### src/rtl/axi4_stream_pkt_len_filter_pkg.sv
// axi4_stream_pkt_len_filter_pkg: shared FSM state type and saturating counter helper
package axi4_stream_pkt_len_filter_pkg;
  typedef enum logic {PASS_S, DROP_S} state_e;
  function automatic logic [63:0] sat_inc(input logic [63:0] v, input int unsigned w);
    logic [63:0] m;
    m = (w >= 64) ? '1 : (64'(1) << w) - 64'(1);
    return (v >= m) ? v : v + 64'(1);
  endfunction
endpackage

### src/rtl/axi4_stream_if.sv
// axi4_stream_if: parameterised AXI4-Stream bundle with master/slave views
interface axi4_stream_if #(
  parameter int DATA_WIDTH = 32,
  parameter int USER_WIDTH = 1,
  parameter int DEST_WIDTH = 1,
  parameter int ID_WIDTH   = 1
);
  logic                    tvalid;
  logic                    tready;
  logic [DATA_WIDTH-1:0]   tdata;
  logic [DATA_WIDTH/8-1:0] tstrb;
  logic [DATA_WIDTH/8-1:0] tkeep;
  logic                    tlast;
  logic [USER_WIDTH-1:0]   tuser;
  logic [DEST_WIDTH-1:0]   tdest;
  logic [ID_WIDTH-1:0]     tid;
  modport master (output tvalid, tdata, tstrb, tkeep, tlast, tuser, tdest, tid, input tready);
  modport slave (input tvalid, tdata, tstrb, tkeep, tlast, tuser, tdest, tid, output tready);
endinterface

### src/rtl/axi4_stream_skid_buf.sv
// axi4_stream_skid_buf: 2-entry pipeline stage whose input ready is a pure register of occupancy
module axi4_stream_skid_buf #(
  parameter int WIDTH = 8
) (
  input  logic             clk_i,
  input  logic             rst_i,
  input  logic             in_valid_i,
  output logic             in_ready_o,
  input  logic [WIDTH-1:0] in_data_i,
  output logic             out_valid_o,
  input  logic             out_ready_i,
  output logic [WIDTH-1:0] out_data_o
);
  logic [1:0] cnt_q, cnt_d;
  logic [WIDTH-1:0] head_q, head_d, tail_q, tail_d;
  logic rdy_q, push, pop;
  always_comb begin
    push = in_valid_i & in_ready_o;
    pop = out_valid_o & out_ready_i;
    cnt_d = cnt_q + 2'(push) - 2'(pop);
    head_d = (push && (cnt_q == 2'd0 || (cnt_q == 2'd1 && pop))) ? in_data_i : pop ? tail_q : head_q;
    tail_d = (push && cnt_q == 2'd1 && !pop) ? in_data_i : tail_q;
  end
  // ready is preloaded during reset so it can rise on the very first cycle after release
  always_ff @(posedge clk_i) begin
    if (rst_i) begin
      cnt_q <= '0;
      rdy_q <= 1'b1;
    end else begin
      cnt_q <= cnt_d;
      rdy_q <= cnt_d != 2'd2;
    end
    head_q <= head_d;
    tail_q <= tail_d;
  end
  assign in_ready_o = rdy_q & ~rst_i;
  assign out_valid_o = cnt_q != 2'd0;
  assign out_data_o = head_q;
endmodule

### src/rtl/axi4_stream_pkt_len_filter.sv
// axi4_stream_pkt_len_filter: truncates over-long packets, flags runts/truncations in tuser[0], keeps stats
module axi4_stream_pkt_len_filter
  import axi4_stream_pkt_len_filter_pkg::*;
#(
  parameter int DATA_WIDTH = 32,
  parameter int USER_WIDTH = 1,
  parameter int DEST_WIDTH = 1,
  parameter int ID_WIDTH   = 1,
  parameter int MIN_WORDS  = 4,
  parameter int MAX_WORDS  = 64,
  parameter int CNT_WIDTH  = 16
) (
  input  logic                 clk_i,
  input  logic                 rst_i,
  axi4_stream_if.slave         pkt_i,
  axi4_stream_if.master        pkt_o,
  output logic [CNT_WIDTH-1:0] pkt_cnt_o,
  output logic [CNT_WIDTH-1:0] runt_cnt_o,
  output logic [CNT_WIDTH-1:0] trunc_cnt_o
);
  localparam int KW = DATA_WIDTH / 8;
  localparam int WCW = $clog2(MAX_WORDS + 1);
  typedef struct packed {
    logic [DATA_WIDTH-1:0] tdata;
    logic [KW-1:0]         tstrb;
    logic [KW-1:0]         tkeep;
    logic                  tlast;
    logic [USER_WIDTH-1:0] tuser;
    logic [DEST_WIDTH-1:0] tdest;
    logic [ID_WIDTH-1:0]   tid;
  } word_t;
  if (MAX_WORDS < MIN_WORDS || MAX_WORDS < 2 || MIN_WORDS < 1 || USER_WIDTH < 1) begin : g_bad_params
    $error("axi4_stream_pkt_len_filter: need 1 <= MIN_WORDS <= MAX_WORDS, MAX_WORDS >= 2, USER_WIDTH >= 1");
  end
  state_e state_q, state_d;
  logic [WCW-1:0] word_cnt_q, word_cnt_d, idx;
  logic [CNT_WIDTH-1:0] pkt_q, pkt_d, runt_q, runt_d, trunc_q, trunc_d;
  logic skid_ready, acc, pass_acc, trunc, runt, last;
  word_t in_w, out_w;
  always_comb begin
    acc = pkt_i.tvalid & pkt_i.tready;
    pass_acc = acc & (state_q == PASS_S);
    idx = word_cnt_q + WCW'(1);
    trunc = (idx == WCW'(MAX_WORDS)) && !pkt_i.tlast;
    runt = pkt_i.tlast && (idx < WCW'(MIN_WORDS));
    last = pkt_i.tlast | trunc;
    in_w = {pkt_i.tdata, pkt_i.tstrb, pkt_i.tkeep, last, pkt_i.tuser | USER_WIDTH'(trunc | runt), pkt_i.tdest, pkt_i.tid};
    state_d = pass_acc ? (trunc ? DROP_S : PASS_S) : (acc && pkt_i.tlast) ? PASS_S : state_q;
    word_cnt_d = pass_acc ? (last ? '0 : idx) : word_cnt_q;
    pkt_d = (pass_acc && last) ? CNT_WIDTH'(sat_inc(64'(pkt_q), CNT_WIDTH)) : pkt_q;
    runt_d = (pass_acc && runt) ? CNT_WIDTH'(sat_inc(64'(runt_q), CNT_WIDTH)) : runt_q;
    trunc_d = (pass_acc && trunc) ? CNT_WIDTH'(sat_inc(64'(trunc_q), CNT_WIDTH)) : trunc_q;
  end
  always_ff @(posedge clk_i) begin
    if (rst_i) begin
      state_q <= PASS_S;
      word_cnt_q <= '0;
      pkt_q <= '0;
      runt_q <= '0;
      trunc_q <= '0;
    end else begin
      state_q <= state_d;
      word_cnt_q <= word_cnt_d;
      pkt_q <= pkt_d;
      runt_q <= runt_d;
      trunc_q <= trunc_d;
    end
  end
  // while dropping, the tail of an over-long packet is swallowed regardless of output backpressure
  assign pkt_i.tready = (state_q == DROP_S && !rst_i) | skid_ready;
  axi4_stream_skid_buf #(.WIDTH($bits(word_t))) u_skid (
    .clk_i      (clk_i),
    .rst_i      (rst_i),
    .in_valid_i (pkt_i.tvalid && state_q == PASS_S),
    .in_ready_o (skid_ready),
    .in_data_i  (in_w),
    .out_valid_o(pkt_o.tvalid),
    .out_ready_i(pkt_o.tready),
    .out_data_o (out_w)
  );
  assign {pkt_o.tdata, pkt_o.tstrb, pkt_o.tkeep, pkt_o.tlast, pkt_o.tuser, pkt_o.tdest, pkt_o.tid} = out_w;
  assign pkt_cnt_o = pkt_q;
  assign runt_cnt_o = runt_q;
  assign trunc_cnt_o = trunc_q;
endmodule

### src/flat_wrapper.sv
// flat-port wrapper written by rule: the top's interface ports become plain ports
module axi4_stream_pkt_len_filter_flat import axi4_stream_pkt_len_filter_pkg::*;
#(
  parameter int DATA_WIDTH = 32,
  parameter int USER_WIDTH = 1,
  parameter int DEST_WIDTH = 1,
  parameter int ID_WIDTH   = 1,
  parameter int MIN_WORDS  = 4,
  parameter int MAX_WORDS  = 64,
  parameter int CNT_WIDTH  = 16
)
  (clk_i, rst_i, pkt_cnt_o, runt_cnt_o, trunc_cnt_o, pkt_i_tvalid, pkt_i_tdata, pkt_i_tstrb, pkt_i_tkeep, pkt_i_tlast, pkt_i_tuser, pkt_i_tdest, pkt_i_tid, pkt_i_tready, pkt_o_tvalid, pkt_o_tdata, pkt_o_tstrb, pkt_o_tkeep, pkt_o_tlast, pkt_o_tuser, pkt_o_tdest, pkt_o_tid, pkt_o_tready);
  axi4_stream_if #(.DATA_WIDTH(DATA_WIDTH), .USER_WIDTH(USER_WIDTH), .DEST_WIDTH(DEST_WIDTH), .ID_WIDTH(ID_WIDTH)) pkt_i_i ();
  axi4_stream_if #(.DATA_WIDTH(DATA_WIDTH), .USER_WIDTH(USER_WIDTH), .DEST_WIDTH(DEST_WIDTH), .ID_WIDTH(ID_WIDTH)) pkt_o_i ();
  input  logic clk_i;
  input  logic rst_i;
  output logic [CNT_WIDTH-1:0] pkt_cnt_o;
  output logic [CNT_WIDTH-1:0] runt_cnt_o;
  output logic [CNT_WIDTH-1:0] trunc_cnt_o;
  input wire logic [$bits(pkt_i_i.tvalid)-1:0] pkt_i_tvalid;
  input wire logic [$bits(pkt_i_i.tdata)-1:0] pkt_i_tdata;
  input wire logic [$bits(pkt_i_i.tstrb)-1:0] pkt_i_tstrb;
  input wire logic [$bits(pkt_i_i.tkeep)-1:0] pkt_i_tkeep;
  input wire logic [$bits(pkt_i_i.tlast)-1:0] pkt_i_tlast;
  input wire logic [$bits(pkt_i_i.tuser)-1:0] pkt_i_tuser;
  input wire logic [$bits(pkt_i_i.tdest)-1:0] pkt_i_tdest;
  input wire logic [$bits(pkt_i_i.tid)-1:0] pkt_i_tid;
  output wire logic [$bits(pkt_i_i.tready)-1:0] pkt_i_tready;
  output wire logic [$bits(pkt_o_i.tvalid)-1:0] pkt_o_tvalid;
  output wire logic [$bits(pkt_o_i.tdata)-1:0] pkt_o_tdata;
  output wire logic [$bits(pkt_o_i.tstrb)-1:0] pkt_o_tstrb;
  output wire logic [$bits(pkt_o_i.tkeep)-1:0] pkt_o_tkeep;
  output wire logic [$bits(pkt_o_i.tlast)-1:0] pkt_o_tlast;
  output wire logic [$bits(pkt_o_i.tuser)-1:0] pkt_o_tuser;
  output wire logic [$bits(pkt_o_i.tdest)-1:0] pkt_o_tdest;
  output wire logic [$bits(pkt_o_i.tid)-1:0] pkt_o_tid;
  input wire logic [$bits(pkt_o_i.tready)-1:0] pkt_o_tready;
  assign pkt_i_i.tvalid = pkt_i_tvalid;
  assign pkt_i_i.tdata = pkt_i_tdata;
  assign pkt_i_i.tstrb = pkt_i_tstrb;
  assign pkt_i_i.tkeep = pkt_i_tkeep;
  assign pkt_i_i.tlast = pkt_i_tlast;
  assign pkt_i_i.tuser = pkt_i_tuser;
  assign pkt_i_i.tdest = pkt_i_tdest;
  assign pkt_i_i.tid = pkt_i_tid;
  assign pkt_i_tready = pkt_i_i.tready;
  assign pkt_o_tvalid = pkt_o_i.tvalid;
  assign pkt_o_tdata = pkt_o_i.tdata;
  assign pkt_o_tstrb = pkt_o_i.tstrb;
  assign pkt_o_tkeep = pkt_o_i.tkeep;
  assign pkt_o_tlast = pkt_o_i.tlast;
  assign pkt_o_tuser = pkt_o_i.tuser;
  assign pkt_o_tdest = pkt_o_i.tdest;
  assign pkt_o_tid = pkt_o_i.tid;
  assign pkt_o_i.tready = pkt_o_tready;
  axi4_stream_pkt_len_filter #(.DATA_WIDTH(DATA_WIDTH), .USER_WIDTH(USER_WIDTH), .DEST_WIDTH(DEST_WIDTH), .ID_WIDTH(ID_WIDTH), .MIN_WORDS(MIN_WORDS), .MAX_WORDS(MAX_WORDS), .CNT_WIDTH(CNT_WIDTH)) u_core (.clk_i(clk_i), .rst_i(rst_i), .pkt_i(pkt_i_i), .pkt_o(pkt_o_i), .pkt_cnt_o(pkt_cnt_o), .runt_cnt_o(runt_cnt_o), .trunc_cnt_o(trunc_cnt_o));
endmodule
### config.mk
export PLATFORM = sky130hd
export DESIGN_NAME = axi4_stream_pkt_len_filter_flat
export DESIGN_NICKNAME = d
export VERILOG_FILES = /design/src/rtl/axi4_stream_pkt_len_filter_pkg.sv /design/src/rtl/axi4_stream_if.sv /design/src/rtl/axi4_stream_skid_buf.sv /design/src/rtl/axi4_stream_pkt_len_filter.sv /design/src/flat_wrapper.sv
export SDC_FILE = /design/constraint.sdc
export NUM_CORES = 1
export LEC_CHECK = 0
export CORE_MARGIN = 2
export CORE_UTILIZATION = 35
export CTS_CLUSTER_SIZE = 28
export DETAILED_ROUTE_END_ITERATION = 7
export PLACE_DENSITY_LB_ADDON = 0.15
export SYNTH_ARGS = -nofsm -noshare
export SYNTH_HDL_FRONTEND = slang
export SYNTH_SLANG_ARGS = --single-unit
export TNS_END_PERCENT = 100
### constraint.sdc
create_clock -name clk_i -period 6.7 [get_ports clk_i]
set_input_delay 1.34 -clock clk_i [delete_from_list [all_inputs] [get_ports clk_i]]
set_output_delay 1.34 -clock clk_i [all_outputs]
set_load 0.005 [all_outputs]
**Word-level counts from Yosys, hierarchy flattened**

Cells that the tools add are included.

- Register bits after elaboration: 147
- Latch bits: 0
- Bits in writable memories: 0
- ROM bits: 0
- Word-level logic and storage cells: 65
- Memories: 0

- Add/sub/neg operators: 6
- $mul: 0
- Div/mod/pow operators: 0
- Order comparisons: 4
- Eq/ne operators: 3
- Shift operators: 0
- Mux-type cells: 6
- Bitwise logic cells: 14
- Reduce and logical (&&, ||, !) cells: 23

Operators with widths:

| cell | count |
|---|---|
| two-way mux 44 bit | 2 |
| adder 16 x 1 -> 16 bit, second input constant | 3 |
| >= comparator 16 bit, second input constant | 3 |
| logical AND 1 bit | 12 |
| adder 7 x 1 -> 7 bit, second input constant | 1 |
| == test 7 bit, second input constant | 1 |
| less-than comparator 7 x 3 -> 1 bit, second input constant | 1 |
| two-way mux 7 bit | 1 |
| AND reduction 2 bit | 3 |
| nonzero test 2 bit | 3 |
| AND 1 bit | 5 |
| inverter 1 bit | 5 |
| bitwise OR 1 bit | 4 |
| logical NOT 1 bit | 3 |
| two-way mux 1 bit | 3 |
| adder 2 x 1 -> 2 bit | 1 |
| == test 2 x 1 -> 1 bit, second input constant | 1 |
| logical NOT 2 bit | 1 |
| inequality test 2 bit, second input constant | 1 |
| subtractor 2 x 1 -> 2 bit | 1 |
| logical OR 1 bit | 1 |

**Logic depth before layout (Yosys ltp)**

Gate-level depths: netlist of the first run.

- Word-level depth: 7
- Mapped depth: 10
- Depth with buffers taken out: 8

**Cells and area by module**

Synthesis of the first run repeated with hierarchy kept, for this count alone.

- Cells, all modules: 543
- Area total of the unflattened synthesis: 6,916.6 um^2

By module, submodules not included:

| module | times used | cells each | area each (um^2) | sequential area each (um^2) |
|---|---|---|---|---|
| axi4_stream_skid_buf | 1 | 158 | 3,565.9 | 2,702.6 |
| axi4_stream_pkt_len_filter | 1 | 385 | 3,350.7 | 1,121.1 |

**Least setup slack after synthesis of the first run**

OpenSTA, ideal clock, no wires.

- Path kind: input port to flip-flop
- Start: input rst_i
- End: register u_core.u_skid.tail_q[0] (enable)
- Setup time: 500 ps
- Arrival time: 4,862 ps
- Required time: 6,200 ps
- Slack: 1,338 ps
- Cell stages on the path: 3
- Path through: nand4bb_4 > clkbuf_1 > nor3_1

- Word-level cells in the longest chain between the ends: 5

RTL lines:

| element | line | RTL |
|---|---|---|
| start: declaration | flat_wrapper.sv:16 | `input logic rst_i;` |
| inverter 1 bit | axi4_stream_skid_buf.sv:36 | `assign in_ready_o = rdy_q & ~rst_i;` |
| AND 1 bit | axi4_stream_skid_buf.sv:36 |  |
| AND 1 bit | axi4_stream_skid_buf.sv:18 | `push = in_valid_i & in_ready_o;` |
| logical AND 1 bit (2 in a row) | axi4_stream_skid_buf.sv:22 | `tail_d = (push && cnt_q == 2'd1 && !pop) ? in_data_i : tail_q;` |
| end signal: assignment | axi4_stream_skid_buf.sv:34 | `tail_q <= tail_d;` |
| end: declaration | axi4_stream_skid_buf.sv:15 | `logic [WIDTH-1:0] head_q, head_d, tail_q, tail_d;` |

Every way passes these cells.
A chain may end at the register's enable or synchronous reset.

**Worst setup path in the final report of the first run**

- Start: input rst_i
- End: register u_core.u_skid.head_q[16], in the netlist u_core.u_skid.out_data_o[16] (enable)

- Word-level cells in the longest chain between the ends: 5

RTL lines:

| element | line | RTL |
|---|---|---|
| inverter 1 bit | axi4_stream_skid_buf.sv:36 |  |
| AND 1 bit | axi4_stream_skid_buf.sv:36 |  |
| AND 1 bit | axi4_stream_skid_buf.sv:18 |  |
| logical AND 1 bit | axi4_stream_skid_buf.sv:21 | `head_d = (push && (cnt_q == 2'd0 \|\| (cnt_q == 2'd1 && pop))) ? in_data_i : pop ? tail_q : head_q;` |
| nonzero test 2 bit (no line) | -- |  |
| end signal: assignment | axi4_stream_skid_buf.sv:33 | `head_q <= head_d;` |
| end: declaration | axi4_stream_skid_buf.sv:15 |  |

Every way passes these cells.

==> results of run 1 <==
[final timing paths]
| path | start | end | slack [ns] | cells after the start |
|---|---|---|---|---|
| setup reg to reg | u_core.u_skid.rdy_q | u_core.u_skid.out_data_o[16] | 3.95 | 4 |
| hold / removal | u_core.state_q | u_core.state_q | 0.47 | 2 |
| hold reg to reg | u_core.state_q | u_core.state_q | 0.47 | 2 |
| setup / recovery | rst_i | u_core.u_skid.out_data_o[16] | 2.79 | 6 |
[where the power goes]
group          internal [mW]  switching [mW]  total [mW]
sequential              1.09          0.0349        1.13
combinational          0.223           0.180       0.403
clock                  0.551           0.366       0.917
total                   1.87           0.581        2.45
[metrics by stage]
stage / setup slack, ns / power (mW) / util / hold WS (ns) / std cells
floorplan: 1.34 / 1.32 / - / 0.450 / 519
finish: 2.79 / 2.45 / 0.477 / 0.474 / 902
global route: 2.53 / 2.57 / 0.477 / 0.496 / 902
global placement: 2.27 / 1.56 / 0.446 / 0.464 / 870
detailed placement: 2.25 / 1.56 / 0.446 / 0.475 / 870
CTS: 2.69 / 2.49 / 0.477 / 0.476 / 902
[kinds of logic (layout without fill, tap and decap cells)]
family,Yosys count,after routing,synth area share
adder cells (fa/ha/maj),6,6,0.0118
flip-flops,147,147,0.601
multiplexers,50,50,0.0877
XOR/XNOR,33,33,0.0454
buffers and inverters,28,182,0.0203
AO/OA/AOI/OAI,42,42,0.0415
AND/OR/NAND/NOR,213,213,0.192
[cell type report]
class	count	area [um^2]
fill	1597	9350
clock buffer	21	440
multi-input combinational	344	2420
timing repair buffer	144	1430
clock inverter	11	129
sequential	147	3820
tap	229	287
inverter	6	22.5
[per-layer routing]
layer	vias to the layer above	global-route usage	routed length, um
met4	0	0.0447	119
li1	2207	-	-
met1	2187	0.200	6770
met2	122	0.234	6520
met5	-	0	0
met3	11	0.0449	803
[sequential cells by signal (all words and copies together), names as in the netlist]
signal,cells
u_core.pkt_cnt_o,16
u_core.runt_cnt_o,16
u_core.state_q,1
u_core.trunc_cnt_o,16
u_core.u_skid.cnt_q,2
u_core.u_skid.out_data_o,44
u_core.u_skid.rdy_q,1
u_core.u_skid.tail_q,44
u_core.word_cnt_q,7
[worst max-delay path: cells and delay by family]
kind	cells	cell delay, ns
simple gates	3	1.62
buf+inv	3	0.93
[layout by cell type (no fill, tap or decap), drive strengths merged, types with 6 or more instances in the layout]
master and instances:
o21ai 17, clkbuf 21, nand4 23, xor2 23, and4 6, and3 11, nor2b 12, nand3 32
clkdlybuf4s50 140, mux2 46, a21oi 10, xnor2 10, nor2 46, nor4 7, nand2 31, inv 8
dfxtp 59, or4 12, edfxtp 88, nor3 9, ha 6
==> key figures, run 1 <==
Outcome
  – Status: finished, final reports clean

Synth
  – Mean post-synth cell area: between 10 and 15 um^2
  – Mapped Cells: approximately 520
  – Top cells by area in the synthesized netlist: edfxtp_1 42%, dfxtp_1 19%, mux2_2 8.0%
  – Post-synth ARST share: 0
  – Synth Net Count: 573
  – Synth Cell Area: 6360 um^2
  – #FFs+latches synth: 147
  – Register area share after synthesis: 0.601
  – Most used flip-flop cell after synthesis: edfxtp_1
  – Post-synth cell types: between 50 and 60
  – EDFF count, synth: between 80 and 90
  – Post-synth top area share: 0.416
  – Synth cell count leaders: 88 x edfxtp_1, 59 x dfxtp_1, 45 x mux2_2, 45 x nor2_1
  – Post-synth top area cell: edfxtp_1
  – Most numerous cell in the Yosys netlist: edfxtp_1
  – Warnings, synthesis: 0

Finish
  – Layout cells sized above 1: 0.143
  – Final instance area: 8550 um^2
  – Final net count: around 700
  – Layout area overhead: 34.4%
  – Ant. Diodes: 0

Worst setup path
  – Critical Path AT: about 3.9 ns
  – CP startpoint kind: input pin
  – Crit path top cell by count: buf_4
  – CP Cell Sequence: buf_2 -> buf_4 -> nand4bb_4 -> nor3b_2 -> buf_4 -> or2_2
  – Worst Path Required: between 6 and 7 ns
  – Critical Path Sink Type: flip-flop
  – CP Max Fanout: between 60 and 70
  – Crit Path Class: in -> reg
  – Max incr delay on CP: 0.94 ns
  – Critical Path Slowest Stage Cell: or2_2

Global routing
  – First-pass GRT wire length: 23200 um
  – Largest net degree at the start of global routing: 67
  – Grt ovf: 0
  – Initial antenna violation count: 0
  – Via count of the first global-routing pass: 4485
  – Total global routing track utilization: 0.149

STA
  – Final worst-path cycle share: 0.583
  – Maximum clock frequency: roughly 260 MHz
  – Worst-Margin Slew: about 1.1 ns
  – RSZ-0062 raised after global routing: no
  – Slew headroom: 0.283
  – Clk_skew: between 0.01 and 0.015 ns
  – Setup TNS: 0 ns
  – Final setup vio count: 0
  – Fin crit period: 3.91 ns
  – Fin. max-slew vios: 0
  – Final Hold Fails: 0

Die
  – Die height: 139 um
  – Die W: 139 um
  – Core Region: 17900 um^2
  – Die area: 19300 um^2
  – IO Count: ~140
  – Row count: 49
  – Initial Util: 0.355

Clocking
  – Hold buffer count at CTS: 0
  – Max clock buf depth: 2
  – Clock tree root buffer cell: clkbuf_16
  – CTS clk-pin slew, worst paths: around 0.060 ns
  – Total CTS buffers: 17
  – Post-CTS resize count: 0
  – Post-CTS setup buffer count: 0
  – Clk sinks: 147
  – Clock H-tree levels: 4
  – CTS tree: done
  – Clk_lat worst skew: 0.41 ns

Power and ir drop
  – Peak VDD IR: 0.000170 V
  – Cell Pwr Density: 286 nW/um^2
  – P_leak: ~2.9 nW

Detailed routing
  – 1st-iter DRT viols: 274
  – # DRC: 0
  – Vias: between 4000 and 5000
  – Detail Route Antenna Nets: 0
  – Detailed Routing Iterations Pass 1: 4
  – Vias/cell: 5.02
  – Routed WL: approximately 14000 um
  – Drt wl/cell: about 16 um

Placed design
  – # port buffers: 141
  – Final HPWL DP: 9380 um
  – GPL Wtd Cong: 0.786
  – Area after DPL: roughly 8000 um^2

Flow run
  – MaxCap Viol Count: 0

Min path
  – HP Class: reg -> reg
(Power assumes the default switching activity.)
==> inputs of run 2 (changes only) <==
==> constraint.sdc (replaced) <==
create_clock -name clk_i -period 4 [get_ports clk_i]
set_input_delay 0.8 -clock clk_i [delete_from_list [all_inputs] [get_ports clk_i]]
set_output_delay 0.8 -clock clk_i [all_outputs]
set_load 0.005 [all_outputs]
==> key figures, run 2 (same netlist as run 1, synthesis figures left out) <==
Outcome
  – Status: finished, final reports clean

Power and ir drop
  – P_leak: 2.94 nW
  – Cell Pwr Density: 479 nW/um^2
  – Combinational power share: 0.174
  – Peak VDD IR: 0.000272 V
  – Pint: 3.10 mW
  – Net Sw Frac: 0.247
  – Clock power share: 0.368
  – Switch Pwr: between 1 and 1.5 mW
  – Sequential power share: 0.458

Clocking
  – CTS tree: done
  – Post-CTS setup buffer count: 0
  – Total CTS buffers: 17
  – Clock H-tree levels: 4
  – Max clock buf depth: 2
  – Clock tree root buffer cell: clkbuf_16
  – Post-CTS resize count: 0
  – Clk sinks: 147
  – CTS clk-pin slew, worst paths: 0.06 ns
  – Hold buffer count at CTS: 0
  – Clk_lat worst skew: 0.42 ns

STA
  – Final Hold Fails: 0
  – Fin. max-slew vios: 0
  – Final worst-path cycle share: 0.710
  – Clk_skew: 0.00935 ns
  – RSZ-0062 raised after global routing: no
  – Setup TNS: 0 ns
  – Maximum clock frequency: roughly 350 MHz
  – Final setup vio count: 0
  – Slew headroom: 0.538
  – Hold slack final: around 0.51 ns
  – Fin crit period: 2.84 ns
  – Worst-Margin Slew: 0.693 ns

Global routing
  – Via count of the first global-routing pass: between 4000 and 5000
  – Largest net degree at the start of global routing: between 60 and 70
  – Initial antenna violation count: 0
  – First-pass GRT wire length: 22900 um
  – Grt ovf: 0
  – Total global routing track utilization: 0.148

Die
  – IO Count: 142
  – Initial Util: 0.355
  – Die W: about 140 um
  – Die height: about 140 um
  – Die area: 19300 um^2
  – Core Region: 17900 um^2
  – Row count: 49

Detailed routing
  – 1st-iter DRT viols: 285
  – Detail Route Antenna Nets: 0
  – Vias/cell: a little over 5
  – Drt wl/cell: approximately 16 um
  – Detailed Routing Iterations Pass 1: 4
  – # DRC: 0
  – Vias: 4608
  – Routed WL: around 14000 um

Finish
  – Final core occ: 0.480
  – Commonest non-fill, non-tap cell in the layout: clkdlybuf4s50_1
  – Most frequent cells in the layout: 140 x clkdlybuf4s50_1, 88 x edfxtp_1, 59 x dfxtp_1
  – Layout cells sized above 1: 0.148
  – Final net count: 717
  – Layout area overhead: 35.1%
  – Ant. Diodes: 0

Worst setup path
  – Critical Path AT: 3.18 ns
  – Crit Path Class: in -> reg
  – CP Max Fanout: 16
  – R2R Setup Slk: about 1.3 ns
  – CP startpoint kind: input pin
  – Worst Path Required: 4.34 ns
  – Critical Path Sink Type: flip-flop

Flow run
  – MaxCap Viol Count: 0

Placed design
  – Final HPWL DP: 9360 um
  – GPL Wtd Cong: 0.854
  – # port buffers: 141

Min path
  – HP Class: reg -> reg
==> run 2: cell types whose count changed in the layout (fill, tap and decap cells not counted) <==
cell,before,now
bufinv_16,2,1
buf_12,0,2
nor3_4,0,1
nor3_2,1,0
clkinvlp_2,1,0
clkinv_4,3,1
clkinv_1,0,1
inv_8,0,1
clkinv_2,1,2
inv_6,2,6
clkbuf_1,4,2
clkinvlp_4,2,1
buf_4,3,4
==> run 2: cell type report <==
class / count / area (um^2)
clock inverters: 13 / 124
well taps: 229 / 287
repair buffers: 147 / 1480
flip-flops and latches: 147 / 3820
clock buffers: 19 / 433
fillers: 1613 / 9310
multi-input cells: 344 / 2420
inverters: 6 / 22.5
==> run 2: routing by layer <==
metal,track usage,up-vias,wire length [um]
met1,0.197,2249,6680
met5,0,-,0
met4,0.0569,0,247
met3,0.0401,17,694
met2,0.232,117,6480
li1,-,2225,-
==> run 2: power groups by stage <==
stage                     sequential, mW  clock, mW  combinational (mW)
final                               1.88       1.51               0.718
after CTS                           1.89       1.56               0.735
after global routing                1.90       1.62               0.776
after global placement              1.91          0               0.727
after detailed placement            1.92          0               0.732
after floorplan                     1.93          0               0.290
==> run 2: final timing paths <==
| check | from | end | depth (start not counted) |
|---|---|---|---|
| max reg2reg | u_core.word_cnt_q[0] | u_core.trunc_cnt_o[7] | 7 |
| min | u_core.pkt_cnt_o[1] | u_core.pkt_cnt_o[1] | 2 |
| min reg2reg | u_core.pkt_cnt_o[1] | u_core.pkt_cnt_o[1] | 2 |
| max | pkt_i_tvalid | u_core.runt_cnt_o[10] | 7 |
==> run 2: per-stage QoR <==
stage / power, mW / setup WS [ns] / instances / area [um^2]
floorplan: 2.22 / 0.552 / 519 / 6360
global placement: 2.64 / 0.802 / 873 / 8030
detailed placement: 2.65 / 0.711 / 873 / 8030
CTS: 4.18 / 1.17 / 905 / 8590
global route: 4.30 / 1.05 / 905 / 8590
finish: 4.11 / 1.16 / 905 / 8590
==> run 2: worst max-delay path, cell delays in order <==
cell and delay [ns]:
clkdlybuf4s50_1 0.52, nand4bb_4 0.21, or4_4 0.57, and4bb_4 0.36
nand2_4 0.12, or4_1 0.41, a21oi_1 0.18
==> inputs of run 3 (changes only) <==
==> constraint.sdc (replaced) <==
create_clock -name clk_i -period 3 [get_ports clk_i]
set_input_delay 0.6 -clock clk_i [delete_from_list [all_inputs] [get_ports clk_i]]
set_output_delay 0.6 -clock clk_i [all_outputs]
set_load 0.005 [all_outputs]
==> key figures, run 3 (same netlist as run 1, synthesis figures left out) <==
Die
  – Core Region: ~18000 um^2
  – Die W: 139 um
  – Die height: roughly 140 um
  – Die area: 19300 um^2
  – IO Count: 142
  – Initial Util: 0.355
  – Row count: 49

STA
  – Final Worst Setup Slack: 0.315 ns
  – Final worst-path cycle share: 0.895
  – Hold slack final: slightly below 0.5 ns
  – Clk_skew: 0.0110 ns
  – Setup TNS: 0 ns
  – RSZ-0062 raised after global routing: no
  – Slew headroom: 0.540
  – Final setup vio count: 0
  – Fin. max-slew vios: 0
  – Final Hold Fails: 0
  – Fin crit period: 2.69 ns
  – Maximum clock frequency: 372 MHz
  – Worst-Margin Slew: 0.690 ns

Worst setup path
  – Critical Path Sink Type: flip-flop
  – Reg2Reg Depth: 7
  – CP startpoint kind: flip-flop
  – Start point of the critical path: u_core.word_cnt_q[0]
  – Critical Path AT: 2.98 ns
  – Worst R2R Start: u_core.word_cnt_q[0]
  – Crit Path Class: reg -> reg
  – R2R Setup Slk: 0.31 ns
  – CP Max Fanout: 9
  – FF-to-FF End: u_core.trunc_cnt_o[7]
  – Crit path capture: u_core.trunc_cnt_o[7]
  – Worst Path Required: between 3 and 4 ns

Clocking
  – Clk_lat worst skew: 0.41 ns
  – Clock H-tree levels: 4
  – Max clock buf depth: 2
  – CTS tree: done
  – CTS clk-pin slew, worst paths: 0.06 ns
  – Post-CTS setup buffer count: 0
  – Post-CTS resize count: 0
  – Clock tree root buffer cell: clkbuf_16
  – Hold buffer count at CTS: 0
  – Clk sinks: 147
  – Total CTS buffers: 17

Detailed routing
  – Routed WL: 14300 um
  – Vias/cell: around 5.1
  – Detailed Routing Iterations Pass 1: 4
  – 1st-iter DRT viols: 220
  – Detail Route Antenna Nets: 0
  – # DRC: 0
  – Vias: about 4600
  – Drt wl/cell: 15.8 um

Placed design
  – Placed cell count: 879
  – Final HPWL DP: 9790 um
  – GPL Wtd Cong: 0.845
  – # port buffers: 141
  – Pre-CTS setup slack: 0.0624 ns

Global routing
  – Total global routing track utilization: 0.151
  – First-pass GRT wire length: 23700 um
  – Met2 Resource Use GR: 0.242
  – Grt met1 use: 0.199
  – Gr busiest metal: met2
  – Grt met3 use: 0.0487
  – Via count of the first global-routing pass: 4593
  – Largest net degree at the start of global routing: between 60 and 70
  – Grt ovf: 0
  – Initial antenna violation count: 0

Power and ir drop
  – P_leak: 2.97 nW
  – Cell Pwr Density: 637 nW/um^2
  – Peak VDD IR: 0.000387 V

Finish
  – Ant. Diodes: 0
  – Layout area overhead: 36.3%
  – Final std cells w/o fill: 910
  – Most frequent cells in the layout: 140 x clkdlybuf4s50_1, 88 x edfxtp_1, 59 x dfxtp_1
  – Final net count: slightly above 700
  – Fill cells: 1596
  – Layout cells sized above 1: 0.156
  – Final core occ: 0.484
  – Commonest non-fill, non-tap cell in the layout: clkdlybuf4s50_1

Outcome
  – Status: finished, final reports clean

Min path
  – HP Class: reg -> reg

Flow run
  – MaxCap Viol Count: 0
==> run 3: changes by cell type in the layout (fill, tap and decap cells not counted), sizes merged <==
cell and delta:
bufinv +1, inv -6, clkbuf -1, buf +6, clkinv +1, clkinvlp +4
==> run 3: metrics by stage <==
| stage | area, um^2 | total power [mW] |
|---|---|---|
| 2_1_floorplan | 6370 | 2.96 |
| 6_report | 8670 | 5.52 |
| 3_3_place_gp | 8100 | 3.54 |
| 3_5_place_dp | 8100 | 3.57 |
| 5_1_grt | 8670 | 5.78 |
| 4_1_cts | 8670 | 5.62 |
==> run 3: power by group <==
group,internal [mW],switching [mW],total (mW)
combinational,0.561,0.421,0.982
sequential,2.44,0.0795,2.51
clock,1.22,0.805,2.02
==> run 3: critical path, stage by stage (launching register included) <==
cell,delay [ns]
dfxtp_1,0.44
ha_1,0.41
nand3b_1,0.15
mux2i_1,0.30
and4_1,0.30
nand2_1,0.10
or4b_1,0.55
mux2_1,0.32
==> run 3: worst min path at each step <==
stage | cells after the start | slack (ns) | end | start
floorplan | 2 | 0.45 | u_core.state_q | u_core.state_q
global placement | 2 | 0.48 | u_core.pkt_cnt_o[1] | u_core.pkt_cnt_o[1]
detailed placement | 2 | 0.49 | u_core.pkt_cnt_o[1] | u_core.pkt_cnt_o[1]
CTS | 2 | 0.50 | u_core.pkt_cnt_o[1] | u_core.pkt_cnt_o[1]
global route | 2 | 0.53 | u_core.pkt_cnt_o[1] | u_core.pkt_cnt_o[1]
finish | 2 | 0.50 | u_core.pkt_cnt_o[1] | u_core.pkt_cnt_o[1]
==> run 3: layer usage <==
metal,up-vias,share of wire
met1,2238,0.47
met4,0,0.0086
li1,2234,-
met5,-,0
met2,136,0.47
met3,10,0.053
==> run 3: final cells by class <==
class | count | area [um^2] | area share
tap | 229 | 287 | 0.0331
clock inverter | 13 | 136 | 0.0157
inverter | 6 | 22.5 | 0.00260
multi-input combinational | 344 | 2420 | 0.280
sequential | 147 | 3820 | 0.441
timing repair buffer | 153 | 1550 | 0.178
clock buffer | 18 | 429 | 0.0495
